## config.mk

```make
export PLATFORM = sky130hd
export DESIGN_NAME = i2c_cmd_sequencer
export DESIGN_NICKNAME = d
export VERILOG_FILES = /design/src/rtl/i2c_cmd_sequencer.sv
export SDC_FILE = /design/constraint.sdc
export NUM_CORES = 1
export LEC_CHECK = 0
export BUFFER_PORTS_ARGS = -buffer_cell sky130_fd_sc_hd__buf_2
export CORE_MARGIN = 4
export CORE_UTILIZATION = 50
export CTS_BUF_LIST = sky130_fd_sc_hd__clkbuf_4 sky130_fd_sc_hd__clkbuf_8
export CTS_CLUSTER_SIZE = 24
export DETAILED_ROUTE_END_ITERATION = 12
export PLACE_DENSITY = 0.81
export SYNTH_ARGS = -nofsm -noshare
export SYNTH_HDL_FRONTEND = slang
export SYNTH_SLANG_ARGS = --single-unit
export TNS_END_PERCENT = 100
```

## constraint.sdc

```tcl
create_clock -name clk -period 3.17 [get_ports clk]
set_input_delay 0.1585 -clock clk [delete_from_list [all_inputs] [get_ports clk]]
set_output_delay 0.1585 -clock clk [all_outputs]
set_load 0.03 [all_outputs]
```

## src/rtl/i2c_cmd_sequencer.sv

```systemverilog
// i2c_cmd_sequencer: queues i2c commands in a small FIFO and issues them one
// at a time to an external i2c block. Each transaction is a setup cycle, a
// one-cycle en pulse and a fixed wait window. Reads then capture the returned
// data and pulse rsp_valid for one cycle.
module i2c_cmd_sequencer #(
    parameter int unsigned DEPTH       = 4,
    parameter int unsigned WAIT_CYCLES = 200
) (
    input  logic        clk,
    input  logic        rst,
    input  logic        cmd_valid,
    output logic        cmd_ready,
    input  logic [6:0]  cmd_slave_address,
    input  logic        cmd_read_write,
    input  logic [7:0]  cmd_register_address,
    input  logic [31:0] cmd_data,
    output logic        en,
    output logic [6:0]  ext_slave_address_in,
    output logic        ext_read_write_in,
    output logic [7:0]  ext_register_address_in,
    output logic [31:0] ext_data_in,
    input  logic [31:0] ext_data_out,
    output logic        rsp_valid,
    output logic [31:0] rsp_data,
    output logic        busy
);

    localparam int unsigned PW = (DEPTH > 1) ? $clog2(DEPTH) : 1;
    localparam int unsigned CW = PW + 1;
    localparam int unsigned WW = (WAIT_CYCLES > 1) ? $clog2(WAIT_CYCLES) : 1;
    localparam logic [CW-1:0] FULL_COUNT = CW'(DEPTH);
    localparam logic [WW-1:0] WAIT_LOAD  = WW'(WAIT_CYCLES - 1);

    typedef enum logic [2:0] {
        IDLE,
        SETUP,
        PULSE,
        WAIT,
        CAPTURE
    } state_t;

    state_t        state;
    logic [WW-1:0] wait_cnt;

    // Command FIFO: {slave address, rw, register, data}
    logic [47:0]   fifo_mem [DEPTH];
    logic [PW-1:0] wr_ptr;
    logic [PW-1:0] rd_ptr;
    logic [CW-1:0] count;
    logic          push;
    logic          pop;
    logic [47:0]   head;

    // Readiness looks only at the registered count, so a pop in the same
    // cycle never makes room for a push into a full FIFO.
    assign cmd_ready = (count < FULL_COUNT);
    assign push      = cmd_valid & cmd_ready;
    assign pop       = (state == IDLE) && (count != '0);
    assign head      = fifo_mem[rd_ptr];
    assign busy      = (count != '0) || (state != IDLE);

    // FIFO storage write; contents are don't-care until pointed at
    always_ff @(posedge clk) begin
        if (push) begin
            fifo_mem[wr_ptr] <= {cmd_slave_address, cmd_read_write,
                                 cmd_register_address, cmd_data};
        end
    end

    // FIFO pointers and occupancy; pointers wrap naturally at DEPTH
    always_ff @(posedge clk or posedge rst) begin
        if (rst) begin
            wr_ptr <= '0;
            rd_ptr <= '0;
            count  <= '0;
        end else begin
            if (push) begin
                wr_ptr <= wr_ptr + PW'(1);
            end
            if (pop) begin
                rd_ptr <= rd_ptr + PW'(1);
            end
            case ({push, pop})
                2'b10:   count <= count + CW'(1);
                2'b01:   count <= count - CW'(1);
                default: count <= count;
            endcase
        end
    end

    // Transaction sequencer with registered en, response and ext_* fields
    always_ff @(posedge clk or posedge rst) begin
        if (rst) begin
            state                   <= IDLE;
            wait_cnt                <= '0;
            en                      <= 1'b0;
            rsp_valid               <= 1'b0;
            rsp_data                <= '0;
            ext_slave_address_in    <= '0;
            ext_read_write_in       <= 1'b0;
            ext_register_address_in <= '0;
            ext_data_in             <= '0;
        end else begin
            case (state)
                IDLE: begin
                    if (pop) begin
                        {ext_slave_address_in, ext_read_write_in,
                         ext_register_address_in, ext_data_in} <= head;
                        state <= SETUP;
                    end
                end
                SETUP: begin
                    en    <= 1'b1;
                    state <= PULSE;
                end
                PULSE: begin
                    en       <= 1'b0;
                    wait_cnt <= WAIT_LOAD;
                    state    <= WAIT;
                end
                WAIT: begin
                    if (wait_cnt == '0) begin
                        if (ext_read_write_in) begin
                            rsp_data  <= ext_data_out;
                            rsp_valid <= 1'b1;
                            state     <= CAPTURE;
                        end else begin
                            state <= IDLE;
                        end
                    end else begin
                        wait_cnt <= wait_cnt - WW'(1);
                    end
                end
                CAPTURE: begin
                    rsp_valid <= 1'b0;
                    state     <= IDLE;
                end
                default: begin
                    state <= IDLE;
                end
            endcase
        end
    end

endmodule

```

==> summary.md, run 1 <==
| Metric | Value |
|---|---|
| NetSw | `2.89 mW` |
| Hold Crit Depth | `3` |
| Wirelength per Cell | `20.1 um` |
| Hpwl dp | `13.3 mm` |
| RePlAce Congestion | `0.901` |
| Static Leakage | `5.67 nW` |
| Post-synth top area share | `0.518` |
| Syn Area/Cell | `20.7 um2` |
| Net Sw Frac | `0.271` |
| Clock Tree Root | `clkbuf_8` |
| Initial Utilization | `0.509` |
| Dpl ws | `0.580 ns` |
| N_diodes | `0` |
| Minimum clock period | `2.65 ns` |
| Post-synth ARST share | `0.342` |
| CP max FO | `32` |
| Max clock buf depth | `3` |
| CP Data Required Time | `3.58 ns` |
| Maxcap violations | `0` |
| Reg2Reg Setup Slack | `0.52 ns` |
| RSZ-0062 raised after global routing | `no` |
| Reg-to-Reg Start | `wait_cnt[0]$_DFFE_PP0P_` |
| Largest net degree at the start of global routing | `79` |
| Post-DRT Antenna Nets | `0` |
| Logic pwr share | `0.198` |
| Status | `completed` |
| Power Total | `10.7 mW` |
| Setup Skew | `0.0190 ns` |
| Initial DRC count | `320` |
| 1st-pass router iterations | `5` |
| First-pass GRT wire length | `36.1 mm` |
| CP arrival | `3.06 ns` |
| Dpl cell area | `12300 um2` |
| Crit share post-route | `0.836` |
| Mapped Cells | `537` |
| Tightest Pin Transition | `1.00 ns` |
| Worst r2r dst | `rsp_data[19]$_DFFE_PP0P_` |
| Core Util, Final | `0.648` |
| Hold endpoint | `wr_ptr[0]$_DFFE_PP0P_` |
| # H-tree levels | `2` |
| Gr usage total | `0.188` |
| Synthesized Nets | `628` |
| P_int | `7.78 mW` |
| # DRC | `0` |
| Setup TNS | `0 ns` |
| Num CTS Buffers | `46` |
| Critical path class | `flip-flop to flip-flop` |
| Area grow syn2layout | `27.3%` |
| Yosys warns | `0` |
| Clock Power Share | `0.329` |
| Vias | `5973` |
| Placed Cells | `967` |
| Post-synth top cells | `192 x edfxtp_1, 100 x dfrtp_1, 50 x mux2_2, 48 x mux4_2, 30 x mux2_4` |
| Vias in the first global route | `6684` |
| Ranking of synthesized cells by area | `edfxtp_1 52%, dfrtp_1 22%, mux4_2 9.7%, mux2_2 5.1%, mux2_4 4.0%` |
| Number of synthesized flops with an enable pin | `192` |
| Nets@finish | `907` |
| Max-Slew Margin vs Limit | `0.332` |
| Sequential share of power | `0.473` |
| Worst min path class | `primary input to flip-flop` |
| CTS tree | `built` |
| Final Worst Setup Slack | `0.519 ns` |
| Critical hold path startpoint | `cmd_valid` |
| Reg2Reg Depth | `5` |
| WHS | `0.125 ns` |
| # port buffers | `166` |
| Unique cell type count in the Yosys netlist | `42` |
| Hold Vio Cnt, Final | `0` |
| Postcts setup bufs | `0` |
| Area leader, netlist | `edfxtp_1` |
| Slew Viols, Final | `0` |
| Fmax | `0.377 GHz` |
| Die area | `24700 um2` |
| I/O Pins | `167` |
| Worst vdd ir | `0.000462 V` |
| Via/cell ratio | `5.27` |
| Clk slew on worst S/H paths | `0.06 ns` |
| P per Cell Area | `752 nW/um2` |
| Sink Count | `292` |
| Mapped Area | `11100 um2` |
| Worst Setup Start Kind | `flip-flop` |
| Core Rows | `54` |
| Share of layout cells above drive strength 1 | `0.468` |
| Most common flop cell mapped by yosys | `edfxtp_1` |
| Die Y-Extent | `157 um` |
| Die width | `157 um` |
| Final setup vio count | `0` |
| Crit end category | `flip-flop` |
| Grt ovf | `0` |
| Synth Register Bits | `292` |
| Count leader, synth | `edfxtp_1` |
| CP Launch Point | `wait_cnt[0]$_DFFE_PP0P_` |
| Initial antenna violation count | `0` |
| Design Area, Final | `14200 um2` |
| WL final | `22.8 mm` |
| Clock Latency Late Sink | `0.54 ns` |
| Non-Filler Instances | `1133` |
| CORE AREA | `21900 um2` |
| Seq/Total Area, Yosys | `0.742` |
[worst max-delay path by stage]
stage,endpoint,depth (start not counted)
detailed placement,rsp_data[19]$_DFFE_PP0P_,5
global route,rsp_data[6]$_DFFE_PP0P_,5
floorplan,count[0]$_DFFE_PP0P_,1
global placement,rsp_data[0]$_DFFE_PP0P_,5
CTS,rsp_data[11]$_DFFE_PP0P_,5
finish,rsp_data[19]$_DFFE_PP0P_,5
[final cells by class]
class	instances	area (um2)
flip-flops and latches	292	8270
fillers	1470	7710
multi-input cells	207	2680
repair buffers	257	1780
clock buffers	73	855
well taps	280	350
clock inverters	12	195
inverters	12	47.5
[placed cells by master (no fill, tap or decap), types with 2 or more instances in the layout]
master / instances
edfxtp_1: 192
buf_2: 166
dfrtp_1: 98
dlygate4sd3_1: 81
mux2_2: 50
clkbuf_8: 49
mux4_2: 48
mux2_4: 30
clkbuf_4: 24
nor2_1: 12
inv_1: 11
mux2i_1: 8
ha_1: 7
o21ai_0: 6
xnor2_1: 5
bufinv_16: 5
buf_12: 5
buf_4: 5
and2_2: 4
nand2_1: 4
nor3_1: 3
nor4_1: 3
clkinvlp_4: 3
nand2b_1: 2
a21oi_1: 2
nand3_1: 2
clkinv_2: 2
[worst max-delay path: stages (launching register included)]
cell     delay [ns]
dfrtp_1        0.43
inv_1          0.11
ha_1           0.18
or3b_2         0.57
or4_4          0.81
mux2_4         0.40
[sequential cells by signal, indices dropped and copies added (netlist names)]
register	cells
rsp_data	32
count	3
ext_data_in	32
state	3
en	1
ext_read_write_in	1
rsp_valid	1
ext_slave_address_in	7
fifo_mem	192
wait_cnt	8
rd_ptr	2
wr_ptr	2
ext_register_address_in	8
[power groups by stage]
stage          Combinational (mW)  Clock (mW)  Sequential (mW)
2_1_floorplan                1.07           0             5.39
4_1_cts                      2.14        3.58             5.04
6_report                     2.11        3.50             5.05
5_1_grt                      2.27        3.81             5.11
3_3_place_gp                 1.96           0             5.06
3_5_place_dp                 2.05           0             5.11
[per-layer routing]
metal  vias up  GRT usage  wire length [um]
met4         0     0.0500               337
met3        36     0.0462              1580
met5         -          0                 0
met1      3055      0.229              9050
li1       2659          -                 -
met2       223      0.336             11800
[what timing repair did]
item,in CTS,in global routing
hold endpoints to repair,300,0
gates resized for setup,0,0
hold buffers,81,0
[logic make-up (layout without fill, tap and decap cells)]
kind of cell	after synthesis	after routing	synth area share
AO/OA/AOI/OAI	15	15	0.00899
XOR/XNOR	6	6	0.00472
adder cells (fa/ha/maj)	8	8	0.00966
buffers and inverters	38	354	0.0180
flip-flops	292	292	0.742
multiplexers	136	136	0.195
AND/OR/NAND/NOR	42	42	0.0210
No activity file was read; power rests on OpenSTA's default activity.
==> run 2, diff against run 1 <==
- PLACE_DENSITY: 0.81 -> 0.84
- clock period: 3.17 -> 2.4 ns (I/O delays scaled with it)
==> run 2 against run 1 <==
  * Non-clock buffer count grew 13
  * Final cell count grew 1.2%
  * Die area is the same
  * Final area grew 0.70%
  * Sequential power grew 31%
  * Core utilization grew 0.45 points
  * Clock power grew 27%
  * Critical endpoint is now rsp_data[6]$_DFFE_PP0P_
  * Routed wire length grew 3.0%
  * Worst setup slack lost 0.43 ns
  * Global-route usage grew 0.57 points
  * Combinational power grew 38%
  * Critical path depth grew 1
==> summary.md, run 2 (same netlist as run 1, synthesis figures left out) <==
| Metric | Value |
|---|---|
| Status | `completed` |
| Met3 GRT Util | `0.0421` |
| Most flops, register | `fifo_mem` |
| Max clock buf depth | `3` |
| Die width | `157 um` |
| Initial Utilization | `0.509` |
| Sink Count | `292` |
| Wirelength per Cell | `20.4 um` |
| P per Cell Area | `977 nW/um2` |
| Vias in the first global route | `6701` |
| Grt met1 use | `0.242` |
| Crit share post-route | `0.963` |
| Crit path to | `rsp_data[6]$_DFFE_PP0P_` |
| CTS tree | `built` |
| CORE AREA | `21900 um2` |
| Dpl ws | `0.122 ns` |
| Die Y-Extent | `157 um` |
| Bufs and invs on worst path | `2` |
| Commonest non-fill, non-tap cells in the layout | `192 x edfxtp_1, 166 x buf_2, 98 x dfrtp_1, 81 x dlygate4sd3_1, 53 x clkbuf_8` |
| I/O Pins | `167` |
| Post-DRT Antenna Nets | `0` |
| CP max FO | `32` |
| Worst min path class | `primary input to flip-flop` |
| Clock Tree Root | `clkbuf_8` |
| Slowest CP cell | `or4_4` |
| Setup Skew | `0.0140 ns` |
| Vias | `6073` |
| Initial DRC count | `334` |
| Design Area, Final | `14300 um2` |
| Grt ovf | `0` |
| Nets@finish | `920` |
| Reg2Reg Setup Slack | `0.09 ns` |
| GR peak layer | `met2` |
| Dpl cell area | `12500 um2` |
| Initial antenna violation count | `1` |
| Reg-to-Reg Start | `wait_cnt[1]$_DFFE_PP0P_` |
| Multi-input combinational cell area | `2680 um2` |
| Clock Latency Late Sink | `0.53 ns` |
| Maxcap violations | `0` |
| CP arrival | `2.72 ns` |
| Worst r2r dst | `rsp_data[6]$_DFFE_PP0P_` |
| # fillers | `1442` |
| Commonest non-fill, non-tap cell in the layout | `edfxtp_1` |
| Setup TNS | `0 ns` |
| Static Leakage | `5.74 nW` |
| CP Cell Sequence | `inv_1, ha_1, or3b_2, or4_4, buf_12, mux2_4` |
| Via/cell ratio | `5.29` |
| First-pass GRT wire length | `36.8 mm` |
| Slew Viols, Final | `0` |
| Fmax | `0.433 GHz` |
| Minimum clock period | `2.31 ns` |
| Largest net degree at the start of global routing | `64` |
| Slowest stage delay, CP | `0.51 ns` |
| CP Data Required Time | `2.81 ns` |
| Num CTS Buffers | `46` |
| Hpwl dp | `13.4 mm` |
| Worst path top cell family by delay | `simple AND/OR/NAND/NOR gates` |
| Max reg flops | `192` |
| Reg2Reg Depth | `6` |
| Worst vdd ir | `0.000542 V` |
| RePlAce Congestion | `0.806` |
| Share of layout cells above drive strength 1 | `0.470` |
| Final setup vio count | `0` |
| Largest regs | `fifo_mem: 192 flops, ext_data_in: 32 flops, rsp_data: 32 flops` |
| Max-Slew Margin vs Limit | `0.415` |
| Clk slew on worst S/H paths | `0.06 ns` |
| Area grow syn2layout | `28.2%` |
| Sequential cell area | `8270 um2` |
| Power Total | `13.9 mW` |
| Die area | `24700 um2` |
| # port buffers | `166` |
| CP Launch Point | `wait_cnt[1]$_DFFE_PP0P_` |
| Core Rows | `54` |
| Critical Path Stages | `6` |
| Met2 Use GR | `0.340` |
| WL final | `23.4 mm` |
| 1st-pass router iterations | `4` |
| Final Worst Setup Slack | `0.0889 ns` |
| Crit end category | `flip-flop` |
| Worst Setup Start Kind | `flip-flop` |
| WHS | `0.0540 ns` |
| # H-tree levels | `2` |
| # DRC | `0` |
| Gr usage total | `0.193` |
| Hold Vio Cnt, Final | `0` |
| RSZ-0062 raised after global routing | `no` |
| Critical path class | `flip-flop to flip-flop` |
| Post-cts resize count | `0` |
| Tightest Pin Transition | `0.878 ns` |
-- run 2: cell types whose count changed in the layout (fill, tap and decap cells not counted), sizes merged --
| cell | before | now |
|---|---|---|
| clkinvlp | 3 | 2 |
| clkbuf | 73 | 68 |
| diode | 0 | 1 |
| bufinv | 5 | 3 |
| clkinv | 3 | 13 |
| inv | 13 | 11 |
| buf | 176 | 189 |
-- run 2: worst min-delay path by stage --
stage / depth (start not counted) / startpoint / end / slack, ns
after detailed placement: 3 / rst / rsp_data[14]$_DFFE_PP0P_ / 0.32
final: 4 / cmd_valid / wr_ptr[0]$_DFFE_PP0P_ / 0.05
after floorplan: 0 / cmd_data[0] / fifo_mem[0][0]$_DFFE_PP_ / 0.22
after CTS: 4 / cmd_valid / wr_ptr[0]$_DFFE_PP0P_ / 0.03
after global placement: 3 / rst / rsp_data[6]$_DFFE_PP0P_ / 0.32
after global routing: 4 / cmd_valid / wr_ptr[0]$_DFFE_PP0P_ / 0.07
-- run 2: cell type report --
cell class / instances / share of cell area
Timing Repair Buffer: 270 / 0.135
Inverter: 12 / 0.00342
Antenna cell: 1 / 0.000175
Sequential cell: 292 / 0.580
Clock buffer: 68 / 0.0590
Clock inverter: 17 / 0.0109
Tap cell: 280 / 0.0245
Multi-Input combinational cell: 207 / 0.187
-- run 2: worst register-to-register path: stages (launching register included) --
cell     delay [ns]
dfrtp_1        0.40
inv_1          0.09
ha_1           0.16
or3b_2         0.47
or4_4          0.51
buf_12         0.21
mux2_4         0.35
-- run 2: timing repair --
item / 4_1_cts / 5_1_grt
hold buffers: 81 / 0
buffers inserted: 0 / 0
endpoints found under the hold margin: 324 / 0
-- run 2: power by group --
group / switching [mW] / internal (mW) / leakage (nW)
clock network: 1.85 / 2.58 / 0.529
logic: 1.62 / 1.29 / 2.29
registers: 0.363 / 6.24 / 2.92
-- run 2: through the flow --
| step | util | cells |
|---|---|---|
| floorplan | - | 537 |
| global placement | 0.569 | 980 |
| detailed placement | 0.569 | 980 |
| CTS | 0.652 | 1146 |
| global route | 0.652 | 1147 |
| finish | 0.652 | 1147 |
-- run 2: layer usage --
metal	wire length (um)	share of wire
met1	9340	0.40
met4	499	0.021
met3	1480	0.063
met2	12100	0.52
met5	0	0
==> run 3, diff against run 2 <==
- BUFFER_PORTS_ARGS: -buffer_cell sky130_fd_sc_hd__buf_2 -> not set
- DONT_BUFFER_PORTS: not set -> 1
- PLACE_DENSITY: 0.84 -> 0.78
==> run 3 against run 2 <==
  * Hold slack gained 0.23 ns
  * Clock skew up 0.0077 ns
  * Sequential power up 9.1%
  * Worst setup slack worse by 0.048 ns
  * Register-to-register slack got worse by 0.05 ns
  * Global-route usage down 1.5 points
  * Maximum frequency fell by 2.0%
  * Via count is 9.3% lower
  * Core utilization decreased by 4.2 points
  * Routed wire length down 6.6%
==> summary.md, run 3 (same netlist as run 1, synthesis figures left out) <==
| Metric | Value |
|---|---|
| Status | `completed` |
| Most flops, register | `fifo_mem` |
| WL final | `21.9 mm` |
| Maxcap violations | `0` |
| Setup Skew | `0.0217 ns` |
| Post-DRT Antenna Nets | `0` |
| Die Y-Extent | `157 um` |
| CTS tree | `built` |
| Postcts setup bufs | `0` |
| Setup TNS | `0 ns` |
| First-pass GRT wire length | `33.9 mm` |
| Minimum clock period | `2.36 ns` |
| Max clock buf depth | `3` |
| Commonest non-fill, non-tap cells in the layout | `192 x edfxtp_1, 98 x dfrtp_1, 84 x dlygate4sd3_1, 50 x mux2_2, 48 x mux4_2` |
| Crit share post-route | `0.983` |
| CORE AREA | `21900 um2` |
| Slew Viols, Final | `0` |
| Dpl cell area | `11600 um2` |
| CP max FO | `32` |
| CP arrival | `2.76 ns` |
| I/O Pins | `167` |
| Largest net degree at the start of global routing | `50` |
| Crit path to | `rsp_data[9]$_DFFE_PP0P_` |
| Commonest non-fill, non-tap cell in the layout | `edfxtp_1` |
| Die area | `24700 um2` |
| Slowest CP cell | `or4_4` |
| 1st-pass router iterations | `5` |
| Sink Count | `292` |
| N_diodes | `0` |
| Static Leakage | `5.03 nW` |
| Share of layout cells above drive strength 1 | `0.336` |
| Clock Latency Late Sink | `0.54 ns` |
| Worst r2r dst | `rsp_data[9]$_DFFE_PP0P_` |
| Vias | `5507` |
| Crit end category | `flip-flop` |
| Core Rows | `54` |
| Post-cts resize count | `0` |
| Worst min path class | `primary input to flip-flop` |
| # H-tree levels | `2` |
| Area grow syn2layout | `19.9%` |
| Reg2Reg Depth | `6` |
| Clk slew on worst S/H paths | `0.06 ns` |
| Worst vdd ir | `0.000731 V` |
| Worst Setup Start Kind | `flip-flop` |
| Num CTS Buffers | `45` |
| Post-CTS Hold Buffers | `84` |
| # port buffers | `0` |
| Hold Vio Cnt, Final | `0` |
| Die width | `157 um` |
| Wirelength per Cell | `22.4 um` |
| Critical path class | `flip-flop to flip-flop` |
| CP Data Required Time | `2.80 ns` |
| Initial Utilization | `0.509` |
| Largest regs | `fifo_mem: 192 flops, ext_data_in: 32 flops, rsp_data: 32 flops` |
| Max-Slew Margin vs Limit | `0.457` |
| Max reg flops | `192` |
| Critical hold path startpoint | `cmd_data[16]` |
| Gr usage total | `0.178` |
| Nets@finish | `753` |
| CP Cell Sequence | `inv_1, ha_1, or3b_2, or4_4, buf_12, mux2_4` |
| Initial DRC count | `278` |
| Via/cell ratio | `5.64` |
| P per Cell Area | `992 nW/um2` |
| Tightest Pin Transition | `0.812 ns` |
| Reg2Reg Setup Slack | `0.04 ns` |
| Initial antenna violation count | `0` |
| Slowest stage delay, CP | `0.50 ns` |
| Reg-to-Reg Start | `wait_cnt[0]$_DFFE_PP0P_` |
| CP Launch Point | `wait_cnt[0]$_DFFE_PP0P_` |
| Fmax | `0.424 GHz` |
| Grt ovf | `0` |
| Final setup vio count | `0` |
| Core Util, Final | `0.610` |
| Design Area, Final | `13300 um2` |
| # fillers | `1517` |
| RePlAce Congestion | `0.784` |
| Hpwl dp | `12.6 mm` |
| # DRC | `0` |
| Vias in the first global route | `6051` |
| RSZ-0062 raised after global routing | `no` |
| Clock Tree Root | `clkbuf_8` |
[run 3: changes by cell type in the layout (fill, tap and decap cells not counted), moves of 2 or more]
| cell | before | now |
|---|---|---|
| clkbuf_4 | 15 | 21 |
| dlygate4sd3_1 | 81 | 84 |
| bufinv_16 | 3 | 1 |
| clkinv_2 | 7 | 5 |
| clkbuf_8 | 53 | 46 |
| buf_4 | 14 | 11 |
| buf_2 | 166 | 0 |
[run 3: routing by layer]
layer  track usage  wire length, um  vias up
li1              -                -     2357
met1         0.221             8390     2848
met2         0.303            11100      257
met3        0.0594             2060       45
met4        0.0479              343        0
met5             0                0        -
[run 3: worst min-delay path by stage]
stage / to / slack [ns] / depth (start not counted)
final: fifo_mem[0][16]$_DFFE_PP_ / 0.28 / 1
after global routing: fifo_mem[3][6]$_DFFE_PP_ / 0.25 / 1
after CTS: fifo_mem[1][4]$_DFFE_PP_ / 0.24 / 1
after detailed placement: rd_ptr[1]$_DFFE_PP0P_ / -0.04 / 1
after global placement: rd_ptr[1]$_DFFE_PP0P_ / -0.04 / 1
after floorplan: fifo_mem[0][0]$_DFFE_PP_ / 0.22 / 0
[run 3: cell type report]
class                           count  area (um2)  share of cell area
Clock buffer                       67         791              0.0592
Clock inverter                     15         106             0.00797
Inverter                           12        48.8             0.00366
Tap cell                          280         350              0.0262
Timing Repair Buffer              104        1100              0.0827
Multi-Input combinational cell    207        2680               0.200
Sequential cell                   292        8270               0.620
[run 3: through the flow]
| step | total power [mW] | std cells | hold WS [ns] | setup slack (ns) |
|---|---|---|---|---|
| 6_report | 13.2 | 977 | 0.284 | 0.0406 |
| 4_1_cts | 13.3 | 977 | 0.239 | 0.0696 |
| 2_1_floorplan | 8.53 | 537 | 0.219 | 0.00397 |
| 3_5_place_dp | 9.18 | 811 | -0.0441 | 0.0822 |
| 5_1_grt | 13.9 | 977 | 0.251 | 0.0199 |
| 3_3_place_gp | 9.01 | 811 | -0.0378 | 0.158 |
[run 3: report_power, final]
part	switching [mW]	internal (mW)	leakage, nW	total, mW
logic	0.971	1.05	1.62	2.02
registers	0.969	6.24	2.92	7.21
clock network	1.79	2.23	0.483	4.02
[run 3: critical path: cells and delay by family, from the launching register on]
kind | cells | cell delay, ns
flops | 1 | 0.43
fa+ha+maj | 1 | 0.18
buf+inv | 2 | 0.31
simple gates | 2 | 0.97
mux | 1 | 0.32
